`src/rtl/multi_clk_divider_pkg.sv`:
```
// Shared types and default constants for the multi-channel clock divider.
package div_pkg;

    typedef enum logic {
        MODE_TOGGLE = 1'b0,
        MODE_PULSE  = 1'b1
    } div_mode_e;

    localparam int DEF_NUM_CH = 4;
    localparam int DEF_CNT_W  = 25;
    localparam int DEF_DIV    = 25000000;
    localparam int DEF_MODE   = 0;

endpackage

```
`src/rtl/multi_clk_divider_channel.sv`:
```
// One divider channel: counter, active/pending configuration and registered outputs.
module div_channel
    import div_pkg::*;
#(
    parameter int        CNT_W        = DEF_CNT_W,
    parameter int        DEFAULT_DIV  = DEF_DIV,
    parameter div_mode_e DEFAULT_MODE = MODE_TOGGLE
) (
    input  logic             clk,
    input  logic             reset,
    input  logic             en,
    input  logic             sync_restart,
    input  logic             cfg_we,
    input  logic [CNT_W-1:0] cfg_div,
    input  logic             cfg_mode,
    output logic             pend_valid,
    output logic             clk_out,
    output logic             tick
);

    localparam logic [CNT_W-1:0] ONE       = CNT_W'(32'd1);
    localparam logic [CNT_W-1:0] RESET_DIV = (DEFAULT_DIV == 0) ? ONE : CNT_W'(DEFAULT_DIV);

    logic [CNT_W-1:0] div_a_r;
    div_mode_e        mode_a_r;
    logic [CNT_W-1:0] cnt_r;
    logic             pend_v_r;
    logic [CNT_W-1:0] pend_div_r;
    div_mode_e        pend_mode_r;
    logic             clk_out_r;
    logic             tick_r;

    logic             tc_s;
    logic             load_s;
    logic             accept_s;
    logic [CNT_W-1:0] cfg_div_n_s;

    // Terminal-count detect, pending-load condition and zero-divisor normalisation.
    always_comb begin
        tc_s     = (cnt_r == (div_a_r - ONE));
        load_s   = pend_v_r && (!en || sync_restart || tc_s);
        accept_s = cfg_we && !pend_v_r;
        if (cfg_div == '0) begin
            cfg_div_n_s = ONE;
        end else begin
            cfg_div_n_s = cfg_div;
        end
    end

    // Configuration registers: pending slot is filled on accept, promoted only at period boundaries.
    always_ff @(posedge clk or negedge reset) begin
        if (!reset) begin
            div_a_r     <= RESET_DIV;
            mode_a_r    <= DEFAULT_MODE;
            pend_v_r    <= 1'b0;
            pend_div_r  <= RESET_DIV;
            pend_mode_r <= DEFAULT_MODE;
        end else begin
            if (load_s) begin
                div_a_r  <= pend_div_r;
                mode_a_r <= pend_mode_r;
                pend_v_r <= 1'b0;
            end else if (accept_s) begin
                pend_v_r <= 1'b1;
            end
            if (accept_s) begin
                pend_div_r  <= cfg_div_n_s;
                pend_mode_r <= div_mode_e'(cfg_mode);
            end
        end
    end

    // Counter and outputs; the mode of the period that is ending decides the TC-edge output.
    always_ff @(posedge clk or negedge reset) begin
        if (!reset) begin
            cnt_r     <= '0;
            clk_out_r <= 1'b0;
            tick_r    <= 1'b0;
        end else if (!en || sync_restart) begin
            cnt_r     <= '0;
            clk_out_r <= 1'b0;
            tick_r    <= 1'b0;
        end else if (tc_s) begin
            cnt_r     <= '0;
            tick_r    <= 1'b1;
            clk_out_r <= (mode_a_r == MODE_PULSE) ? 1'b1 : ~clk_out_r;
        end else begin
            cnt_r     <= cnt_r + ONE;
            tick_r    <= 1'b0;
            clk_out_r <= (mode_a_r == MODE_PULSE) ? 1'b0 : clk_out_r;
        end
    end

    assign pend_valid = pend_v_r;
    assign clk_out    = clk_out_r;
    assign tick       = tick_r;

endmodule

```
`src/rtl/multi_clk_divider.sv`:
```
// Multi-channel clock divider top: configuration demux, ready mux and restart fan-out.
module multi_clk_divider
    import div_pkg::*;
#(
    parameter  int NUM_CH       = DEF_NUM_CH,
    parameter  int CNT_W        = DEF_CNT_W,
    parameter  int DEFAULT_DIV  = DEF_DIV,
    parameter  int DEFAULT_MODE = DEF_MODE,
    localparam int CH_W         = (NUM_CH > 1) ? $clog2(NUM_CH) : 1
) (
    input  logic              clk,
    input  logic              reset,
    input  logic [NUM_CH-1:0] ch_en,
    input  logic              sync_restart,
    input  logic              cfg_valid,
    output logic              cfg_ready,
    input  logic [CH_W-1:0]   cfg_ch,
    input  logic [CNT_W-1:0]  cfg_div,
    input  logic              cfg_mode,
    output logic [NUM_CH-1:0] clk_out,
    output logic [NUM_CH-1:0] tick
);

    localparam div_mode_e RESET_MODE = (DEFAULT_MODE != 0) ? MODE_PULSE : MODE_TOGGLE;

    logic [NUM_CH-1:0] pend_v_s;
    logic [NUM_CH-1:0] cfg_we_s;
    logic              cfg_ready_s;

    // Out-of-range channel indices read as ready so such requests are consumed and dropped.
    always_comb begin
        cfg_ready_s = 1'b1;
        for (int i = 0; i < NUM_CH; i++) begin
            if (cfg_ch == CH_W'(i)) begin
                cfg_ready_s = ~pend_v_s[i];
            end else begin
                cfg_ready_s = cfg_ready_s;
            end
        end
    end

    // Write strobe to the addressed channel only on a completed handshake.
    always_comb begin
        cfg_we_s = '0;
        for (int i = 0; i < NUM_CH; i++) begin
            if (cfg_valid && cfg_ready_s && (cfg_ch == CH_W'(i))) begin
                cfg_we_s[i] = 1'b1;
            end else begin
                cfg_we_s[i] = 1'b0;
            end
        end
    end

    assign cfg_ready = cfg_ready_s;

    for (genvar g = 0; g < NUM_CH; g++) begin : g_ch
        div_channel #(
            .CNT_W        (CNT_W),
            .DEFAULT_DIV  (DEFAULT_DIV),
            .DEFAULT_MODE (RESET_MODE)
        ) u_ch (
            .clk          (clk),
            .reset        (reset),
            .en           (ch_en[g]),
            .sync_restart (sync_restart),
            .cfg_we       (cfg_we_s[g]),
            .cfg_div      (cfg_div),
            .cfg_mode     (cfg_mode),
            .pend_valid   (pend_v_s[g]),
            .clk_out      (clk_out[g]),
            .tick         (tick[g])
        );
    end

endmodule

```
`config.mk`:
```
export PLATFORM = sky130hd
export DESIGN_NAME = multi_clk_divider
export DESIGN_NICKNAME = d
export VERILOG_FILES = /design/src/rtl/multi_clk_divider_pkg.sv /design/src/rtl/multi_clk_divider_channel.sv /design/src/rtl/multi_clk_divider.sv
export SDC_FILE = /design/constraint.sdc
export NUM_CORES = 1
export LEC_CHECK = 0
export ABC_AREA = 0
export BUFFER_PORTS_ARGS = -buffer_cell sky130_fd_sc_hd__clkbuf_2
export CORE_MARGIN = 5
export CORE_UTILIZATION = 45
export DETAILED_ROUTE_END_ITERATION = 7
export REMOVE_ABC_BUFFERS = 1
export SYNTH_ARGS = -nofsm -noshare
export SYNTH_HDL_FRONTEND = slang
export SYNTH_SLANG_ARGS = --single-unit
```
`constraint.sdc`:
```
create_clock -name clk -period 4.8 [get_ports clk]
set_input_delay 0.96 -clock clk [delete_from_list [all_inputs] [get_ports clk]]
set_output_delay 0.96 -clock clk [all_outputs]
set_load 0.02 [all_outputs]
```
==> results.py, run 1 <==
metrics = {
    "outcome": {
        "status": "completed",
    },
    "cts": {
        "clock-sinks": 320,
        "cts.path.max_buffers": 3,
        "path_clk_slew_ps": 60,
        "clk_latency_ps": 530,
        "ctsHtreeMaxLevel": 2,
        "cts_hold_buffers": 0,
        "numCtsBuffers": 36,
        "post_cts_buffers": 0,
        "cts_tree": "built",
        "clockRootBuffer": "clkbuf_16",
        "ctsResizeCount": 0,
    },
    "routing": {
        "ant_nets": 0,
        "wl_per_cell_microns": 18.74,
        "first_pass_iters": 5,
        "drtIter0Drc": 664,
        "via_per_inst": 5.627,
        "wl_microns": 38270,
        "vias": 11490,
        "drc_errors": 0,
    },
    "worst_setup_path": {
        "crit_fanout": 24,
        "worstReg2RegEnd": "g_ch[0].u_ch.cnt_r[8]$_DFF_PN0_",
        "cp-end-kind": "flop",
        "setup.worst_path.start": "g_ch[0].u_ch.div_a_r[7]$_DFFE_PN0P_",
        "reg2regPathDepth": 8,
        "path_class": "flop to flop",
        "critPathLaunchType": "flop",
        "endpoint": "g_ch[0].u_ch.cnt_r[8]$_DFF_PN0_",
        "cp.required_ps": 5190,
        "cp.arrival_ps": 4440,
        "r2r_start": "g_ch[0].u_ch.div_a_r[7]$_DFFE_PN0P_",
        "ff2ff_setup_slack_ps": 760,
    },
    "layout": {
        "antennaDiodeCount": 0,
        "syn_to_final_growth_pct": 11.32,
        "fin_nets": 1590,
        "instances_no_fill": 2042,
        "final.fill_count": 3271,
        "drive_above_1_share_pct": 28.65,
    },
    "sta": {
        "min_period_over_period_pct": 84.21,
        "finClkSkew_ps": 11.12,
        "worstMarginPinSlew_ps": 982.7,
        "setup_ws_ps": 757.7,
        "fmax_ghz": 0.2474,
        "finalHoldViolations": 0,
        "fin_setup_tns_ps": 0,
        "report.final.slew_viol_count": 0,
        "rsz0062_at_grt": "false",
        "fin_crit_ps": 4042,
        "setup_viol": 0,
        "relSlewSlack_pct": 34.48,
    },
    "job": {
        "max_cap_viol_count": 0,
    },
    "synth": {
        "synth.avg_cell_area_sq_um": 11.06,
        "synth_seq_cells": 320,
        "synth_top_cell_area_share_pct": 33.36,
        "synth.most_common_cell": "dfrtp_1",
        "ys_types": 74,
        "synth_top_cell_by_area": "dfrtp_1",
        "synthTopCellsByArea": "dfrtp_1, dfstp_2, mux2_2",
        "synth_ff_type": "dfrtp_1",
        "synth_edf_count": 0,
        "netlist_area_sq_um": 16800,
        "async_reset_ff_share_pct": 100.0,
        "synth_warnings": 0,
        "syn_inst": 1519,
        "synth_common_cells": "dfrtp_1, mux2_2, xnor2_1",
        "seq_area_frac_synth_pct": 48.37,
    },
    "die": {
        "num_io_pins": 45,
        "start_util_pct": 45.79,
        "die_width_microns": 203.2,
        "core_sq_um": 36700,
        "die_y_microns": 203.2,
        "die_area_sq_um": 41300,
        "placementRows": 70,
    },
    "global_routing": {
        "grt_start_max_net_pins": 123,
        "overflow": 0,
        "grtUsageTotal_pct": 18.57,
        "grt_pass1_vias": 11230,
        "grt_first_pass_wirelength_microns": 62450,
        "antenna_found_initial": 1,
    },
    "placement": {
        "dp_hpwl_microns": 26900,
        "placed_cells": 1976,
        "gp_congestion": 0.8981,
        "io_buffers": 44,
        "pre_cts_slack_ps": 753.8,
    },
    "pwr": {
        "ir_drop_uv": 230.1,
        "leakage_uw": 0.007618,
        "powerDensity_nw_per_um2": 485.5,
        "power_uw": 9081,
    },
    "worst_hold_path": {
        "hp-class": "primary input to asynchronous set/reset pin",
    },
}
==> metal layers <==
metal / global-route usage, % / vias to the layer above / share of wire (%) / wire, microns
met1: 26.93 / 5731 / 48 / 18540
met3: 2.751 / 70 / 3.2 / 1213
met4: 5.613 / 0 / 2.8 / 1057
met5: 0 / - / 0 / 0
li1: - / 5514 / - / -
met2: 29.05 / 175 / 46 / 17460
==> cell families (layout without fill, tap and decap cells) <==
| kind of cell | Yosys count | after routing | synth area share, % |
|---|---|---|---|
| buffers and inverters | 105 | 160 | 2.740 |
| adder cells (fa/ha/maj) | 8 | 8 | 0.5957 |
| AND/OR/NAND/NOR | 533 | 533 | 17.14 |
| multiplexers | 208 | 208 | 14.44 |
| XOR/XNOR | 216 | 216 | 11.26 |
| AO/OA/AOI/OAI | 129 | 129 | 5.451 |
| flip-flops | 320 | 320 | 48.37 |
==> power by group <==
part           total [uW]  switching [uW]  leakage [uW]  internal (uW)
sequential           4200             740       0.00390           3460
combinational        2100             975       0.00311           1120
clock                2790            1110      0.000605           1680
==> metrics by stage <==
stage	area, sq um	utilization, %	hold WS, ps
after floorplan	16450	-	446.0
after global placement	17480	47.64	483.5
after detailed placement	17480	47.64	488.5
after CTS	18700	50.97	501.0
after global routing	18700	50.97	519.3
final	18700	50.97	473.3
==> registers in the layout, indices dropped and copies added (netlist names) <==
signal / flops
g_ch.u_ch.cnt_r: 100
g_ch.u_ch.div_a_r: 100
g_ch.u_ch.pend_div_r: 100
g_ch.u_ch.clk_out: 4
g_ch.u_ch.mode_a_r: 4
g_ch.u_ch.pend_mode_r: 4
g_ch.u_ch.pend_valid: 4
g_ch.u_ch.tick: 4
==> worst max-delay path: stages, from the launching register on <==
cell and delay (ps):
dfrtp_1 470, nor4_1 780, nand4_1 400, or4b_1 610
a22oi_1 220, nand4_1 150, nor4_2 620, or2_2 540
nor2_1 110
==> placed cells by master (no fill, tap or decap), types with 15 or more instances in the layout <==
master | netlist | routed
dfrtp_1 | 224 | 224
clkbuf_16 | 0 | 38
o21ai_0 | 16 | 16
nor3_1 | 71 | 70
xor2_1 | 91 | 91
inv_1 | 29 | 29
a21oi_1 | 24 | 24
mux2_2 | 185 | 185
mux2_4 | 20 | 20
nor2b_1 | 15 | 15
nor4_1 | 42 | 42
nand3_1 | 51 | 51
nand4_1 | 41 | 41
or3_1 | 18 | 18
and3_1 | 44 | 44
dfstp_2 | 96 | 96
or4_1 | 15 | 15
clkbuf_2 | 0 | 43
nor2_1 | 112 | 112
xnor2_1 | 125 | 125
buf_4 | 8 | 19
nand2_1 | 57 | 57
==> cell type report <==
cell class	count	area [sq um]	share of cell area, %
well taps	468	585.6	3.131
flip-flops and latches	320	8128	43.45
inverters	29	108.9	0.5820
repair buffers	65	412.9	2.208
multi-input cells	1094	8248	44.10
clock buffers	56	1129	6.034
clock inverters	10	92.59	0.4950
==> worst min path at each step <==
stage,startpoint,endpoint,cells past startpoint,slack (ps)
floorplan,g_ch[3].u_ch.pend_div_r[0]$_DFFE_PN0P_,g_ch[3].u_ch.pend_div_r[0]$_DFFE_PN0P_,2,450
global placement,g_ch[1].u_ch.pend_div_r[1]$_DFFE_PN0P_,g_ch[1].u_ch.div_a_r[1]$_DFFE_PN0P_,1,480
global route,g_ch[1].u_ch.pend_div_r[9]$_DFFE_PN0P_,g_ch[1].u_ch.div_a_r[9]$_DFFE_PN0P_,1,520
detailed placement,g_ch[2].u_ch.pend_div_r[17]$_DFFE_PN0P_,g_ch[2].u_ch.div_a_r[17]$_DFFE_PN0P_,1,490
finish,reset,g_ch[2].u_ch.cnt_r[18]$_DFF_PN0_,1,470
CTS,g_ch[2].u_ch.pend_div_r[17]$_DFFE_PN0P_,g_ch[2].u_ch.div_a_r[17]$_DFFE_PN0P_,1,500
No activity file was read; power rests on OpenSTA's default activity.
==> run 2, diff against run 1 <==
clock period = 3.5 ns   (was 4.8 ns; I/O delays follow)
==> run 2 against run 1 <==
  * Non-clock buffer count up 53
  * Hold slack got worse by 340 ps
  * Highest routed layer unchanged
  * Critical path depth rose by 1
  * Design area rose by 3.3%
==> results.py, run 2 (synthesis gave the netlist of run 1 again) <==
metrics = {
    "cts": {
        "clock-sinks": 320,
        "path_clk_slew_ps": 60,
        "cts_tree": "built",
        "cts.path.max_buffers": 3,
        "clk_latency_ps": 530,
        "numCtsBuffers": 36,
        "clockRootBuffer": "clkbuf_16",
        "ctsHtreeMaxLevel": 2,
    },
    "sta": {
        "fmax_ghz": 0.2866,
        "setup_viol": 0,
        "setup_ws_ps": 10.36,
        "fin_crit_ps": 3490,
        "relSlewSlack_pct": 45.33,
        "finalHoldViolations": 0,
        "rsz0062_at_grt": "true",
        "worstMarginPinSlew_ps": 809.4,
        "min_period_over_period_pct": 99.70,
        "finClkSkew_ps": 13.98,
        "report.final.slew_viol_count": 0,
    },
    "worst_setup_path": {
        "cp.arrival_ps": 3900,
        "path_class": "flop to flop",
        "crit_top_cell": "or4_4",
        "cp-end-kind": "flop",
        "slowest_delay_ps": 530,
        "crit_chain": "or4_4 > or4_4 > or3_4 > a2111oi_4 > nand4_1 > a2111o_1 > a21bo_4 > buf_12 > mux2_4",
        "cp.required_ps": 3910,
        "critPathLaunchType": "flop",
        "crit_fanout": 10,
        "cp_slowest_cell": "or4_4",
    },
    "routing": {
        "wl_per_cell_microns": 18.78,
        "via_per_inst": 5.591,
        "vias": 11710,
        "first_pass_iters": 5,
        "drtIter0Drc": 506,
        "ant_nets": 0,
        "drc_errors": 0,
        "wl_microns": 39350,
    },
    "pwr": {
        "ir_drop_uv": 326.7,
        "internal_power_uw": 8866,
        "powerDensity_nw_per_um2": 664.9,
        "leakage_uw": 0.007939,
        "swShare_pct": 31.00,
        "p_sw_uw": 3983,
        "clkPwrFrac_pct": 30.2,
        "combPwrFrac_pct": 26.1,
        "seqPwrFrac_pct": 43.7,
    },
    "placement": {
        "pre_cts_slack_ps": -89.17,
        "dp_hpwl_microns": 27710,
        "gp_congestion": 0.8676,
        "io_buffers": 44,
    },
    "layout": {
        "fin_nets": 1643,
        "layout_commonest_cell": "dfrtp_1",
        "final.fill_count": 3226,
        "drive_above_1_share_pct": 32.08,
        "reg.largest.list": "g_ch.u_ch.cnt_r: 100 flops, g_ch.u_ch.div_a_r: 100 flops, g_ch.u_ch.pend_div_r: 100 flops",
        "layout_common_cells": "dfrtp_1, mux2_2, xnor2_1",
        "syn_to_final_growth_pct": 15.00,
        "antennaDiodeCount": 0,
        "final_util_pct": 52.66,
    },
    "global_routing": {
        "antenna_found_initial": 0,
        "grt_start_max_net_pins": 85,
        "overflow": 0,
        "grt_first_pass_wirelength_microns": 64110,
        "grt_pass1_vias": 11640,
        "grtUsageTotal_pct": 19.06,
    },
    "die": {
        "placementRows": 70,
        "die_y_microns": 203.2,
        "start_util_pct": 45.79,
        "die_area_sq_um": 41300,
        "core_sq_um": 36700,
        "die_width_microns": 203.2,
        "num_io_pins": 45,
    },
    "job": {
        "max_cap_viol_count": 0,
    },
    "worst_hold_path": {
        "hp-class": "primary input to asynchronous set/reset pin",
    },
    "outcome": {
        "status": "completed",
    },
}
-- run 2: cell count changes in the layout (fill, tap and decap cells not counted), sizes merged --
cell	previous run	this run
buf	22	74
clkbuf	99	94
clkinvlp	1	5
bufinv	1	3
clkinv	7	6
inv	30	31
-- run 2: through the flow --
step	TNS, ps	power [uW]	hold slack [ps]	std cells	area (sq um)
CTS	0	12920	153.4	2092	19180
floorplan	-80050	7755	404.4	1443	16450
detailed placement	-1565	8950	488.0	2026	17930
global placement	-458.9	8857	482.5	2026	17930
global route	-2413	13580	177.1	2095	19320
finish	0	12850	137.3	2095	19320
-- run 2: final timing paths --
check                                                            start                              endpoint  slack, ps  depth (start not counted)
worst max-delay path               g_ch[2].u_ch.div_a_r[7]$_DFFE_PN0P_  g_ch[2].u_ch.div_a_r[17]$_DFFE_PN0P_         10                          9
worst min-delay path                                             reset       g_ch[2].u_ch.cnt_r[6]$_DFF_PN0_        140                          1
worst max register to register     g_ch[2].u_ch.div_a_r[7]$_DFFE_PN0P_  g_ch[2].u_ch.div_a_r[17]$_DFFE_PN0P_         10                          9
worst min register to register  g_ch[3].u_ch.pend_div_r[1]$_DFFE_PN0P_   g_ch[3].u_ch.div_a_r[1]$_DFFE_PN0P_        500                          1
max in group asynchronous                                        reset   g_ch[1].u_ch.div_a_r[6]$_DFFE_PN1P_       2470                          2
min in group clk                                              ch_en[2]           g_ch[2].u_ch.tick$_DFF_PN0_        420                          3
-- run 2: what timing repair did --
action / in CTS / in global routing
cloned: 0 / 1
pin swaps: 4 / 3
hold endpoints to repair: 0 / 0
resized for setup: 3 / 21
hold buffers: 0 / 0
buffers inserted: 0 / 2
endpoints found under the setup margin: 26 / 62
-- run 2: per-layer routing --
metal | wire length, microns | vias up | GRT usage, %
met5 | 0 | - | 0
met4 | 1184 | 0 | 5.878
met3 | 1207 | 78 | 2.751
met2 | 18110 | 156 | 30.10
met1 | 18850 | 5867 | 27.41
li1 | - | 5613 | -
-- run 2: power by group through the flow --
stage / Sequential (uW) / Clock, uW / Combinational [uW]
global placement: 5620 / 0 / 3230
floorplan: 5430 / 0 / 2330
detailed placement: 5650 / 0 / 3300
CTS: 5600 / 4000 / 3320
global route: 5740 / 4150 / 3700
finish: 5620 / 3880 / 3350
-- run 2: cell type report --
type	count	area [sq um]	share of cell area [%]
Multi-Input combinational cell	1094	8333	43.12
Sequential cell	320	8129	42.07
Clock buffer	50	1065	5.510
Timing Repair Buffer	118	927.1	4.798
Tap cell	468	585.6	3.030
Clock inverter	16	175.2	0.9065
Inverter	29	108.9	0.5633
-- run 2: critical path: cells and delay by family, from the launching register on --
kind / cells / cell delay, ps
buf+inv: 1 / 150
mux: 1 / 290
compound gates: 3 / 970
flops: 1 / 370
simple gates: 4 / 1580
==> run 3, diff against run 2 <==
CELL_PAD_IN_SITES_DETAIL_PLACEMENT = 1   (was default)
CELL_PAD_IN_SITES_GLOBAL_PLACEMENT = 1   (was default)
PLACE_DENSITY_LB_ADDON = 0.1   (was default)
==> run 3 against run 2 <==
  * The flow now finishes with violations (negative setup slack)
  * Clock power barely moved
  * Setup slack worse by 54 ps
  * Via count is 2.7% higher
  * Routed wire length up 11%
  * Largest cell class unchanged
  * Maximum frequency shrank 1.5%
  * Core utilization grew 0.33 points
  * Hold slack worse by 26 ps
==> results.py, run 3 (synthesis gave the netlist of run 1 again) <==
metrics = {
    "outcome": {
        "status": "finished, violations left",
        "violations": "negative setup slack",
    },
    "sta": {
        "setup_ws_ps": -43.42,
        "worstMarginPinSlew_ps": 886.2,
        "min_period_over_period_pct": 101.2,
        "whs_ps": 111.2,
        "fmax_ghz": 0.2822,
        "fin_crit_ps": 3543,
        "finClkSkew_ps": 15.86,
        "finalHoldViolations": 0,
        "report.final.slew_viol_count": 0,
        "relSlewSlack_pct": 40.14,
        "rsz0062_at_grt": "true",
        "setup_viol": 25,
    },
    "pwr": {
        "leakage_uw": 0.008031,
        "powerDensity_nw_per_um2": 668.2,
        "ir_drop_uv": 422.4,
    },
    "layout": {
        "antennaDiodeCount": 0,
        "reg.largest.list": "g_ch.u_ch.cnt_r: 100 flops, g_ch.u_ch.div_a_r: 100 flops, g_ch.u_ch.pend_div_r: 100 flops",
        "layout_commonest_cell": "dfrtp_1",
        "final.fill_count": 3891,
        "fin_nets": 1660,
        "drive_above_1_share_pct": 32.22,
        "final_util_pct": 52.98,
        "syn_to_final_growth_pct": 15.72,
        "ff_latch_area_sq_um": 8128,
        "final_area_sq_um": 19440,
        "multi_input_area_sq_um": 8337,
        "layout_common_cells": "dfrtp_1, mux2_2, xnor2_1",
    },
    "cts": {
        "path_clk_slew_ps": 60,
        "numCtsBuffers": 38,
        "ctsHtreeMaxLevel": 2,
        "cts.path.max_buffers": 3,
        "cts_hold_buffers": 0,
        "clockRootBuffer": "clkbuf_16",
        "cts_tree": "built",
        "clk_latency_ps": 540,
        "clock-sinks": 320,
    },
    "die": {
        "die_y_microns": 203.2,
        "die_area_sq_um": 41300,
        "num_io_pins": 45,
        "placementRows": 70,
        "core_sq_um": 36700,
        "die_width_microns": 203.2,
        "start_util_pct": 45.79,
    },
    "global_routing": {
        "antenna_found_initial": 6,
        "grt_pass1_vias": 13110,
        "grtUsageTotal_pct": 21.22,
        "overflow": 0,
        "grt_start_max_net_pins": 94,
        "grt_first_pass_wirelength_microns": 70990,
    },
    "worst_setup_path": {
        "cp.required_ps": 3930,
        "crit_fanout": 6,
        "path_class": "flop to flop",
        "cp-end-kind": "flop",
        "cp.arrival_ps": 3970,
        "critPathLaunchType": "flop",
    },
    "routing": {
        "ant_nets": 0,
        "wl_microns": 43530,
        "vias": 12030,
        "wl_per_cell_microns": 20.60,
        "via_per_inst": 5.691,
        "drc_errors": 0,
        "first_pass_iters": 4,
        "drtIter0Drc": 486,
    },
    "placement": {
        "pre_cts_slack_ps": -124.8,
        "place_area_sq_um": 18070,
        "gp_congestion": 0.8742,
        "io_buffers": 44,
        "dp_hpwl_microns": 31020,
    },
    "job": {
        "max_cap_viol_count": 0,
    },
    "worst_hold_path": {
        "hp-class": "primary input to asynchronous set/reset pin",
    },
}
## run 3: changes by cell type in the layout (fill, tap and decap cells not counted), sizes merged
cell	change
buf	+15
clkbuf	+8
clkinvlp	-3
bufinv	-2
## run 3: metrics by stage
stage	power, uW	setup TNS (ps)	instances
global placement	8968	-1308	2040
finish	12990	-491.9	2113
CTS	13150	-297.2	2111
floorplan	7755	-80050	1443
detailed placement	9130	-2245	2040
global route	13770	-2667	2113
## run 3: metal layers
layer  global-route usage (%)  wire length, microns
met1                    26.98                 18360
met2                    37.09                 21740
met3                    4.611                  2481
met4                    5.131                   915
met5                        0                    39
## run 3: worst paths after layout
| check | from | end | slack, ps | depth (start not counted) |
|---|---|---|---|---|
| max reg2reg | g_ch[2].u_ch.div_a_r[0]$_DFFE_PN0P_ | g_ch[2].u_ch.div_a_r[17]$_DFFE_PN0P_ | -40 | 10 |
| min reg2reg | g_ch[0].u_ch.pend_div_r[8]$_DFFE_PN0P_ | g_ch[0].u_ch.div_a_r[8]$_DFFE_PN0P_ | 500 | 1 |
| min in group clk | ch_en[2] | g_ch[2].u_ch.tick$_DFF_PN0_ | 410 | 3 |
| max | g_ch[2].u_ch.div_a_r[0]$_DFFE_PN0P_ | g_ch[2].u_ch.div_a_r[17]$_DFFE_PN0P_ | -40 | 10 |
| max in group asynchronous | reset | g_ch[0].u_ch.cnt_r[11]$_DFF_PN0_ | 2370 | 2 |
| min | reset | g_ch[2].u_ch.cnt_r[8]$_DFF_PN0_ | 110 | 1 |
## run 3: area by class of cell
type,count,area share (%)
multi-input combinational,1094,42.88
sequential,320,41.80
clock buffer,58,5.798
timing repair buffer,133,5.457
tap,468,3.012
inverter,29,0.5598
clock inverter,11,0.4955
## run 3: critical path, stage by stage (launching register included)
cell and delay, ps:
dfrtp_1 390, or4_4 530, or4_4 510, buf_4 170, or3_1 380, a22oi_1 190, nand4_1 130, a2111o_1 390
a21bo_4 260, clkbuf_16 170, mux2_4 290
## run 3: timing repair
action,CTS,global route
pin swaps,5,2
endpoints found under the setup margin,31,96
buffers inserted,1,1
gates resized for setup,12,4
cloned,1,1
## run 3: where the power goes
group          internal [uW]  switching (uW)
Combinational           1830            1690
Sequential              4740             864
Clock                   2300            1560
